File: src/rtl/yadan_defs.sv
// Shared definitions for the register-file write arbitration slice.
// Holds the debug FSM encoding and default address/data widths.
package yadan_defs;

  localparam int AW_DEF = 5;
  localparam int DW_DEF = 32;

  typedef enum logic [1:0] {
    IDLE    = 2'd0,
    DBG_WR  = 2'd1,
    DBG_RD  = 2'd2,
    DBG_ACK = 2'd3
  } dbg_state_e;

endpackage

File: src/rtl/regs_wb_skid.sv
// One-entry holding buffer for a divider result that lost the write port.
// Ports: i_load/i_addr/i_data fill it, i_drain empties it, o_* show contents.
module regs_wb_skid
  import yadan_defs::*;
#(
  parameter int AW = AW_DEF,
  parameter int DW = DW_DEF
) (
  input  logic          clk,
  input  logic          rst,
  input  logic          i_load,
  input  logic [AW-1:0] i_addr,
  input  logic [DW-1:0] i_data,
  input  logic          i_drain,
  output logic          o_valid,
  output logic [AW-1:0] o_addr,
  output logic [DW-1:0] o_data
);

  logic          r_valid;
  logic [AW-1:0] r_addr;
  logic [DW-1:0] r_data;

  // Load only happens while empty, so load and drain never coincide.
  always_ff @(posedge clk) begin
    if (rst) begin
      r_valid <= 1'b0;
      r_addr  <= '0;
      r_data  <= '0;
    end else if (i_load) begin
      r_valid <= 1'b1;
      r_addr  <= i_addr;
      r_data  <= i_data;
    end else if (i_drain) begin
      r_valid <= 1'b0;
    end
  end

  assign o_valid = r_valid;
  assign o_addr  = r_addr;
  assign o_data  = r_data;

endmodule

File: src/rtl/regs_wb_arbiter.sv
// Register-file write-port arbiter: writeback > divider > debug write,
// plus a debug read/write FSM sharing read port 2 with decode.
// Ports: wb_* writeback, div_* divider offer/pending, dbg_* debug access,
// id_* decode read request, rf_* register-file write and read port 2.
module regs_wb_arbiter
  import yadan_defs::*;
#(
  parameter int AW = AW_DEF,
  parameter int DW = DW_DEF
) (
  input  logic          clk,
  input  logic          rst,
  input  logic          wb_we_i,
  input  logic [AW-1:0] wb_waddr_i,
  input  logic [DW-1:0] wb_wdata_i,
  input  logic          div_valid_i,
  input  logic [AW-1:0] div_waddr_i,
  input  logic [DW-1:0] div_wdata_i,
  output logic          div_ready_o,
  output logic          div_pend_o,
  output logic [AW-1:0] div_pend_addr_o,
  input  logic          halted_i,
  input  logic          dbg_req_i,
  input  logic          dbg_we_i,
  input  logic [AW-1:0] dbg_addr_i,
  input  logic [DW-1:0] dbg_wdata_i,
  output logic          dbg_ack_o,
  output logic [DW-1:0] dbg_rdata_o,
  input  logic          id_re2_i,
  input  logic [AW-1:0] id_raddr2_i,
  input  logic [DW-1:0] rf_rdata2_i,
  output logic          rf_we_o,
  output logic [AW-1:0] rf_waddr_o,
  output logic [DW-1:0] rf_wdata_o,
  output logic          rf_re2_o,
  output logic [AW-1:0] rf_raddr2_o
);

  dbg_state_e    r_state;
  dbg_state_e    w_next;
  logic [AW-1:0] r_dbg_addr;
  logic [DW-1:0] r_dbg_wdata;
  logic [DW-1:0] r_rdata;

  logic          w_buf_v;
  logic [AW-1:0] w_buf_addr;
  logic [DW-1:0] w_buf_data;

  logic w_wb_wr;
  logic w_div_acc;
  logic w_div_nz;
  logic w_div_wr;
  logic w_buf_load;
  logic w_buf_drain;
  logic w_port_free;
  logic w_dbg_start;
  logic w_dbg_wr;
  logic w_dbg_rd;
  logic w_sel_dbg;
  logic w_we;

  // x0 writes never occupy the port; they are simply dropped.
  assign w_wb_wr   = wb_we_i && (wb_waddr_i != '0);
  assign w_div_acc = div_valid_i && !w_buf_v;
  assign w_div_nz  = div_waddr_i != '0;

  assign w_div_wr    = w_div_acc && w_div_nz && !w_wb_wr;
  assign w_buf_load  = w_div_acc && w_div_nz && w_wb_wr && !rst;
  assign w_buf_drain = w_buf_v && !w_wb_wr;
  assign w_port_free = !w_wb_wr && !w_buf_v && !w_div_wr;

  regs_wb_skid #(
    .AW (AW),
    .DW (DW)
  ) u_skid (
    .clk     (clk),
    .rst     (rst),
    .i_load  (w_buf_load),
    .i_addr  (div_waddr_i),
    .i_data  (div_wdata_i),
    .i_drain (w_buf_drain),
    .o_valid (w_buf_v),
    .o_addr  (w_buf_addr),
    .o_data  (w_buf_data)
  );

  assign div_ready_o     = !w_buf_v;
  assign div_pend_o      = w_buf_v;
  assign div_pend_addr_o = w_buf_addr;

  always_ff @(posedge clk) begin
    if (rst) begin
      r_state <= IDLE;
    end else begin
      r_state <= w_next;
    end
  end

  // halted_i is only consulted when starting, so a started
  // transaction always runs to its ack.
  always_comb begin
    w_next      = r_state;
    w_dbg_start = 1'b0;
    w_dbg_wr    = 1'b0;
    w_dbg_rd    = 1'b0;
    unique case (r_state)
      IDLE: begin
        if (dbg_req_i && halted_i) begin
          w_dbg_start = 1'b1;
          w_next      = dbg_we_i ? DBG_WR : DBG_RD;
        end
      end
      DBG_WR: begin
        if (w_port_free) begin
          w_dbg_wr = 1'b1;
          w_next   = DBG_ACK;
        end
      end
      DBG_RD: begin
        w_dbg_rd = 1'b1;
        w_next   = DBG_ACK;
      end
      DBG_ACK: begin
        w_next = IDLE;
      end
      default: begin
        w_next = IDLE;
      end
    endcase
  end

  always_ff @(posedge clk) begin
    if (rst) begin
      r_dbg_addr  <= '0;
      r_dbg_wdata <= '0;
      r_rdata     <= '0;
    end else begin
      if (w_dbg_start) begin
        r_dbg_addr  <= dbg_addr_i;
        r_dbg_wdata <= dbg_wdata_i;
      end
      if (w_dbg_rd) begin
        r_rdata <= (r_dbg_addr == '0) ? '0 : rf_rdata2_i;
      end
    end
  end

  assign w_sel_dbg = w_dbg_wr && (r_dbg_addr != '0);

  // Select terms are mutually exclusive by construction.
  always_comb begin
    w_we       = 1'b0;
    rf_waddr_o = wb_waddr_i;
    rf_wdata_o = wb_wdata_i;
    unique case (1'b1)
      w_wb_wr: begin
        w_we = 1'b1;
      end
      w_buf_drain: begin
        w_we       = 1'b1;
        rf_waddr_o = w_buf_addr;
        rf_wdata_o = w_buf_data;
      end
      w_div_wr: begin
        w_we       = 1'b1;
        rf_waddr_o = div_waddr_i;
        rf_wdata_o = div_wdata_i;
      end
      w_sel_dbg: begin
        w_we       = 1'b1;
        rf_waddr_o = r_dbg_addr;
        rf_wdata_o = r_dbg_wdata;
      end
      default: begin
        w_we = 1'b0;
      end
    endcase
  end

  assign rf_we_o = w_we && !rst;

  assign rf_re2_o    = w_dbg_rd ? 1'b1 : id_re2_i;
  assign rf_raddr2_o = w_dbg_rd ? r_dbg_addr : id_raddr2_i;

  assign dbg_ack_o   = (r_state == DBG_ACK);
  assign dbg_rdata_o = r_rdata;

endmodule
File: config.mk
export PLATFORM = sky130hd
export DESIGN_NAME = regs_wb_arbiter
export DESIGN_NICKNAME = d
export VERILOG_FILES = /design/src/rtl/yadan_defs.sv /design/src/rtl/regs_wb_skid.sv /design/src/rtl/regs_wb_arbiter.sv
export SDC_FILE = /design/constraint.sdc
export NUM_CORES = 1
export LEC_CHECK = 0
export ABC_CLOCK_PERIOD_IN_PS = 3100
export CORE_ASPECT_RATIO = 0.9
export CORE_MARGIN = 2
export CORE_UTILIZATION = 30
export DETAILED_ROUTE_END_ITERATION = 12
export PLACE_DENSITY_LB_ADDON = 0.08
export SETUP_SLACK_MARGIN = 0.3
export SYNTH_ARGS = -nofsm -noshare
export SYNTH_HDL_FRONTEND = slang
export SYNTH_HIERARCHICAL = 1
export SYNTH_SLANG_ARGS = --single-unit
File: constraint.sdc
create_clock -name clk -period 3.1 [get_ports clk]
set_input_delay 0.62 -clock clk [delete_from_list [all_inputs] [get_ports clk]]
set_output_delay 0.62 -clock clk [all_outputs]
set_load 0.02 [all_outputs]
==> results.py, run 1 <==
metrics = {
    "finish": {
        "mostFrequentLayoutCell": "clkdlybuf4s50_1",
        "fin_area_um2": 8750,
        "area_delta_synth_final_pct": 64.5,
        "final_cell_mix": "clkdlybuf4s50_1 (191), nand2_1 (108), dfxtp_1 (107), a21oi_1 (102), nor2_1 (71)",
        "ff_latch_area_um2": 2180,
        "fill_cells": 1677,
        "drive_gt1_share_pct": 14.3,
        "nets": 1051,
        "multi_input_area_um2": 2880,
    },
    "setup_path": {
        "required_ps": 2480,
        "cp_max_fo": 6,
        "worst_setup_path_end_kind": "primary output",
        "crit_chain": "buf_2 > or4_4 > o21a_4 > buf_6 > nor3_4 > buf_6 > buf_12 > buf_16 > a221o_1 > buf_6",
        "startpoint_type": "input pin",
        "path_common_cell": "buf_6",
        "rrSetupSlack_ps": 1250,
        "worstPathArrival_ps": 2460,
        "critPathSlowestCell": "or4_4",
        "criticalPathCategory": "in2out",
        "critPathMaxStageDelay_ps": 520,
    },
    "global_routing": {
        "grtUsageMet3_pct": 4.99,
        "track_usage_pct": 20.5,
        "grt_max_degree": 111,
        "grt_overflow_total": 0,
        "grt_pass1_vias": 5471,
        "grtUsageMet1_pct": 26.6,
        "busiest_layer": "met2",
        "grt_pass1_wl_um": 29900,
        "gr-usage-met2_pct": 34.4,
        "antenna_found_initial": 3,
    },
    "drt": {
        "vias": 5571,
        "routed_via_density": 4.90,
        "ant_nets": 0,
        "drt_iter0_drc": 253,
        "route.detailed.drc": 0,
        "wirelength_um": 19700,
        "dr.pass1.iters": 4,
        "avgRoutedWirePerCell_um": 17.4,
    },
    "clock_tree": {
        "clk_latency_ps": 350,
        "htreeDepth": 3,
        "cts_buffer_depth": 2,
        "cts_made_buffers": 9,
        "cts_sinks": 109,
        "clockRootBuffer": "clkbuf_16",
        "cts_tree": "built",
        "cts_hold_buf": 0,
        "clk_pin_slew_ps": 70,
    },
    "logic_synthesis": {
        "ys_ff_latch": 109,
        "ys.warnings.count": 6,
        "synth_edf_count": 0,
        "async_flop_share_pct": 0,
        "seq_area_frac_synth_pct": 41.0,
        "synth.avg_cell_area_um2": 8.22,
        "yosysUniqueCellTypes": 39,
        "synth_nets": 808,
        "ys.flop_type": "dfxtp_1",
        "syn_area_um2": 5320,
        "syn_inst": 647,
    },
    "floorplanning": {
        "die_h_um": 130,
        "row_count": 46,
        "coreArea_um2": 17500,
        "start_util_pct": 30.4,
        "die_area_um2": 18800,
        "pin_count": 240,
        "die_x_um": 144,
    },
    "job": {
        "maxCapViolations": 0,
    },
    "timing": {
        "min_period_ps": 3080,
        "finalSetupTns_ps": 0,
        "slew_headroom_pct": 19.8,
        "fmax_mhz": 325,
        "tightest_slew_ps": 1200,
        "finalSetupViolCount": 0,
        "drv_slew": 0,
        "rsz0062_at_grt": "true",
        "period_share_pct": 99.3,
        "hold_viol": 0,
        "fin_skew_ps": 5.83,
        "timing.hold.ws_ps": 463,
        "fin_ws_ps": 21.8,
    },
    "run_status": {
        "outcome": "completed",
    },
    "power": {
        "power_density_nw_per_um2": 488,
        "vdd_ir_drop_max_v": 0.000259,
        "finalPower_uw": 4270,
        "p_leak_uw": 0.00328,
    },
    "place": {
        "port_buffers": 239,
        "dp_hpwl_um": 13300,
        "postPlaceCellArea_um2": 8070,
        "gp_congestion": 0.789,
        "dp_slack_ps": -641,
    },
    "worst_hold_path": {
        "hold_class": "reg2reg",
    },
}
## flip-flops by register name, summed over array words and instances (netlist names)
signal          flops
u_skid/o_data      32
u_skid/o_valid      1
r_state             2
u_skid/o_addr       5
dbg_rdata_o        32
r_dbg_wdata        32
r_dbg_addr          5
## final timing paths
check,start,endpoint,depth (start not counted)
min reg2reg,r_dbg_wdata[13],r_dbg_wdata[13],2
max reg2reg,u_skid/o_valid,u_skid/o_data[29],5
min,r_dbg_wdata[13],r_dbg_wdata[13],2
max,wb_waddr_i[4],rf_wdata_o[13],10
## per-layer routing
layer  wire length (um)  vias up
li1                   -     2759
met1               8710     2632
met2               9500      164
met3               1290       14
met4                221        2
met5                 13        -
## per-stage QoR
stage	util, %	std cells
global placement	46.1	1104
global route	50.0	1135
CTS	49.6	1132
detailed placement	46.1	1104
floorplan	-	647
finish	50.0	1136
## power breakdown
| group | internal (uW) | leakage [uW] | switching (uW) | total, uW |
|---|---|---|---|---|
| combinational | 705 | 0.00224 | 690 | 1400 |
| clock | 732 | 0.000159 | 547 | 1280 |
| sequential | 1520 | 0.000886 | 72.2 | 1590 |
## synthesized netlist by cell type (2+ instances only)
library cell | number | area (um^2)
dfxtp_1 | 109 | 2180
nand2_1 | 108 | 405
a21oi_1 | 102 | 510
nor2_1 | 71 | 267
mux2i_1 | 44 | 440
clkbuf_1 | 42 | 158
nor2b_1 | 33 | 206
o211ai_1 | 33 | 248
a221o_1 | 32 | 320
inv_1 | 8 | 30.0
buf_6 | 6 | 67.6
a22o_1 | 5 | 43.8
a41oi_1 | 5 | 43.8
buf_2 | 5 | 25.0
ha_1 | 5 | 62.6
mux2_1 | 5 | 56.3
buf_1 | 3 | 11.3
a31oi_1 | 2 | 12.5
buf_12 | 2 | 40.0
nand2b_1 | 2 | 12.5
nand3_1 | 2 | 10.0
o21a_1 | 2 | 15.0
o21ai_0 | 2 | 10.0
o21ai_1 | 2 | 10.0
or2_1 | 2 | 12.5
or3_1 | 2 | 12.5
## cells by family (layout without fill, tap and decap cells)
kind of cell,Yosys count,in the layout,share of synthesized area (%)
simple gates,225,225,18.2
compound gates,191,191,23.8
flops,109,109,41.0
buf+inv,68,315,6.44
mux,49,49,9.34
fa+ha+maj,5,5,1.18
other cells,0,2,0
## what timing repair did
item / in CTS / in global routing
pin swaps: 29 / 17
setup endpoints to repair: 43 / 43
setup buffers: 7 / 1
gates cloned: 6 / 1
gates resized for setup: 256 / 15
## critical path: cells and delay by family
family	cells	cell delay, ps
AO/OA/AOI/OAI	2	380
buffers and inverters	6	720
AND/OR/NAND/NOR	2	730
## layout make-up
class,count,area share [%]
clock buffers,10,2.73
diodes,2,0.0572
inverters,9,0.386
flip-flops and latches,109,25.0
repair buffers,291,34.6
clock inverters,5,0.944
multi-input cells,470,32.9
well taps,240,3.43
No activity file was read; power rests on OpenSTA's default activity.
==> run 2, diff against run 1 <==
--- a/config.mk
+++ b/config.mk
@@ -5,13 +5,14 @@
 export SDC_FILE = /design/constraint.sdc
 export NUM_CORES = 1
 export LEC_CHECK = 0
-export ABC_CLOCK_PERIOD_IN_PS = 3100
+export ABC_CLOCK_PERIOD_IN_PS = 3970
 export CORE_ASPECT_RATIO = 0.9
-export CORE_MARGIN = 2
+export CORE_MARGIN = 3
 export CORE_UTILIZATION = 30
 export DETAILED_ROUTE_END_ITERATION = 12
 export PLACE_DENSITY_LB_ADDON = 0.08
 export SETUP_SLACK_MARGIN = 0.3
+export SKIP_LAST_GASP = 1
 export SYNTH_ARGS = -nofsm -noshare
 export SYNTH_HDL_FRONTEND = slang
 export SYNTH_HIERARCHICAL = 1
==> constraint.sdc (replaced) <==
create_clock -name clk -period 3.97 [get_ports clk]
set_input_delay 0.794 -clock clk [delete_from_list [all_inputs] [get_ports clk]]
set_output_delay 0.794 -clock clk [all_outputs]
set_load 0.02 [all_outputs]
==> run 2 against run 1 <==
Against the previous run:
- design area shrank 7.1%
- clock power shrank 29%
- via count shrank 2.4%
- total power shrank 27%
==> results.py, run 2 (synthesis gave the netlist of run 1 again) <==
metrics = {
    "run_status": {
        "outcome": "completed",
    },
    "global_routing": {
        "antenna_found_initial": 0,
        "grt_pass1_vias": 5396,
        "grt_overflow_total": 0,
        "track_usage_pct": 18.9,
        "grt_max_degree": 95,
        "grt_pass1_wl_um": 29700,
    },
    "place": {
        "dp_slack_ps": -141,
        "gp_congestion": 0.766,
        "dp_hpwl_um": 13200,
        "port_buffers": 239,
    },
    "timing": {
        "min_period_ps": 3610,
        "drv_slew": 0,
        "timing.hold.ws_ps": 458,
        "fin_ws_ps": 364,
        "tightest_slew_ps": 1110,
        "rsz0062_at_grt": "false",
        "finalSetupTns_ps": 0,
        "slew_headroom_pct": 26.3,
        "finalSetupViolCount": 0,
        "fin_skew_ps": 10.8,
        "hold_viol": 0,
        "period_share_pct": 90.8,
        "fmax_mhz": 277,
    },
    "setup_path": {
        "crit_chain": "clkdlybuf4s50_1 > or4_4 > o21a_4 > a21o_4 > clkbuf_16 > a221o_1 > buf_6",
        "critPathMaxStageDelay_ps": 450,
        "reg2reg_depth": 6,
        "critPathSlowestCell": "or4_4",
        "criticalPathCategory": "in2out",
        "path_depth": 7,
        "r2r_start": "r_state[0]",
        "path_buf_inv": 3,
        "required_ps": 3180,
        "worstPathArrival_ps": 2810,
        "cp_max_fo": 8,
        "worst_setup_path_end_kind": "primary output",
        "crit_family": "compound AO/OA/AOI/OAI gates",
        "startpoint_type": "input pin",
        "critPathLaunch": "wb_waddr_i[1]",
    },
    "finish": {
        "area_delta_synth_final_pct": 52.8,
        "antenna_cells": 0,
        "mostFrequentLayoutCell": "clkdlybuf4s50_1",
        "fill_cells": 1711,
        "ff_latch_area_um2": 2180,
        "multi_input_area_um2": 2840,
        "final_cell_mix": "clkdlybuf4s50_1 (197), nand2_1 (108), dfxtp_1 (108), a21oi_1 (102), nor2_1 (71)",
        "drive_gt1_share_pct": 10.0,
        "nets": 1023,
    },
    "drt": {
        "route.detailed.drc": 0,
        "drt_iter0_drc": 283,
        "ant_nets": 0,
        "avgRoutedWirePerCell_um": 17.4,
        "vias": 5437,
        "wirelength_um": 19100,
        "routed_via_density": 4.94,
        "dr.pass1.iters": 5,
    },
    "clock_tree": {
        "cts_tree": "built",
        "clockRootBuffer": "clkbuf_16",
        "cts_buffer_depth": 2,
        "htreeDepth": 3,
        "clk_latency_ps": 350,
        "clk_pin_slew_ps": 70,
        "cts_sinks": 109,
        "cts_made_buffers": 9,
        "post-cts-setup-buffers": 0,
    },
    "power": {
        "finalPower_uw": 3110,
        "p_leak_uw": 0.00302,
        "vdd_ir_drop_max_v": 0.000254,
        "power_density_nw_per_um2": 382,
    },
    "worst_hold_path": {
        "whs_path_depth": 2,
        "hp-start": "r_dbg_wdata[9]",
        "hold_class": "reg2reg",
    },
    "job": {
        "maxCapViolations": 0,
    },
    "floorplanning": {
        "die_h_um": 132,
        "coreArea_um2": 17100,
        "start_util_pct": 31.1,
        "die_area_um2": 19400,
        "die_x_um": 146,
        "row_count": 45,
        "pin_count": 240,
    },
}
[run 2: cell types whose count changed in the layout (fill, tap and decap cells not counted), moves of 3 or more]
cell	delta
buf_12	-3
buf_16	-5
buf_2	+31
buf_4	-18
buf_6	-40
clkdlybuf4s50_1	+6
dlygate4sd2_1	-4
dlymetal6s2s_1	+3
[run 2: per-stage QoR]
step | instance area [um^2] | std cells | utilization, %
after floorplan | 5320 | 647 | -
after global placement | 7940 | 1084 | 46.4
after detailed placement | 7940 | 1084 | 46.4
after CTS | 8170 | 1099 | 47.7
after global routing | 8130 | 1101 | 47.5
final | 8130 | 1101 | 47.5
[run 2: final timing paths]
kind              slack [ps]              to
hold reg to reg          460  r_dbg_wdata[9]
setup reg to reg        1860  dbg_rdata_o[1]
setup / recovery         360  rf_wdata_o[30]
hold / removal           460  r_dbg_wdata[9]
[run 2: what timing repair did]
| item | CTS | global route |
|---|---|---|
| gates cloned | 0 | 2 |
| pin swaps | 1 | 3 |
| endpoints found under the setup margin | 38 | 37 |
| hold buffers | 0 | 0 |
| resized for setup | 132 | 26 |
[run 2: final cells by class]
cell class                 count  area share, %
sequential                   109           26.9
clock buffer                  12           3.03
tap                          235           3.62
timing repair buffer         263           30.5
multi-input combinational    470           35.0
clock inverter                 3          0.570
inverter                       9          0.416
[run 2: report_power, final]
| part | switching (uW) | internal, uW | leakage [uW] |
|---|---|---|---|
| Sequential | 60.3 | 1190 | 0.000885 |
| Clock | 406 | 505 | 0.000139 |
| Combinational | 501 | 447 | 0.00200 |
| Total | 967 | 2140 | 0.00302 |
[run 2: worst register-to-register path, stage by stage (launching register included)]
cell,delay (ps)
dfxtp_1,340
inv_1,110
ha_1,180
buf_4,210
o21a_1,900
a21oi_1,180
nor2_1,120
[run 2: layer usage]
layer	global-route usage [%]	wire, um	share of wire (%)
met3	6.12	1220	6.4
met4	2.66	209	1.1
met1	24.1	8530	45
met5	0	0	0
met2	32.0	9190	48
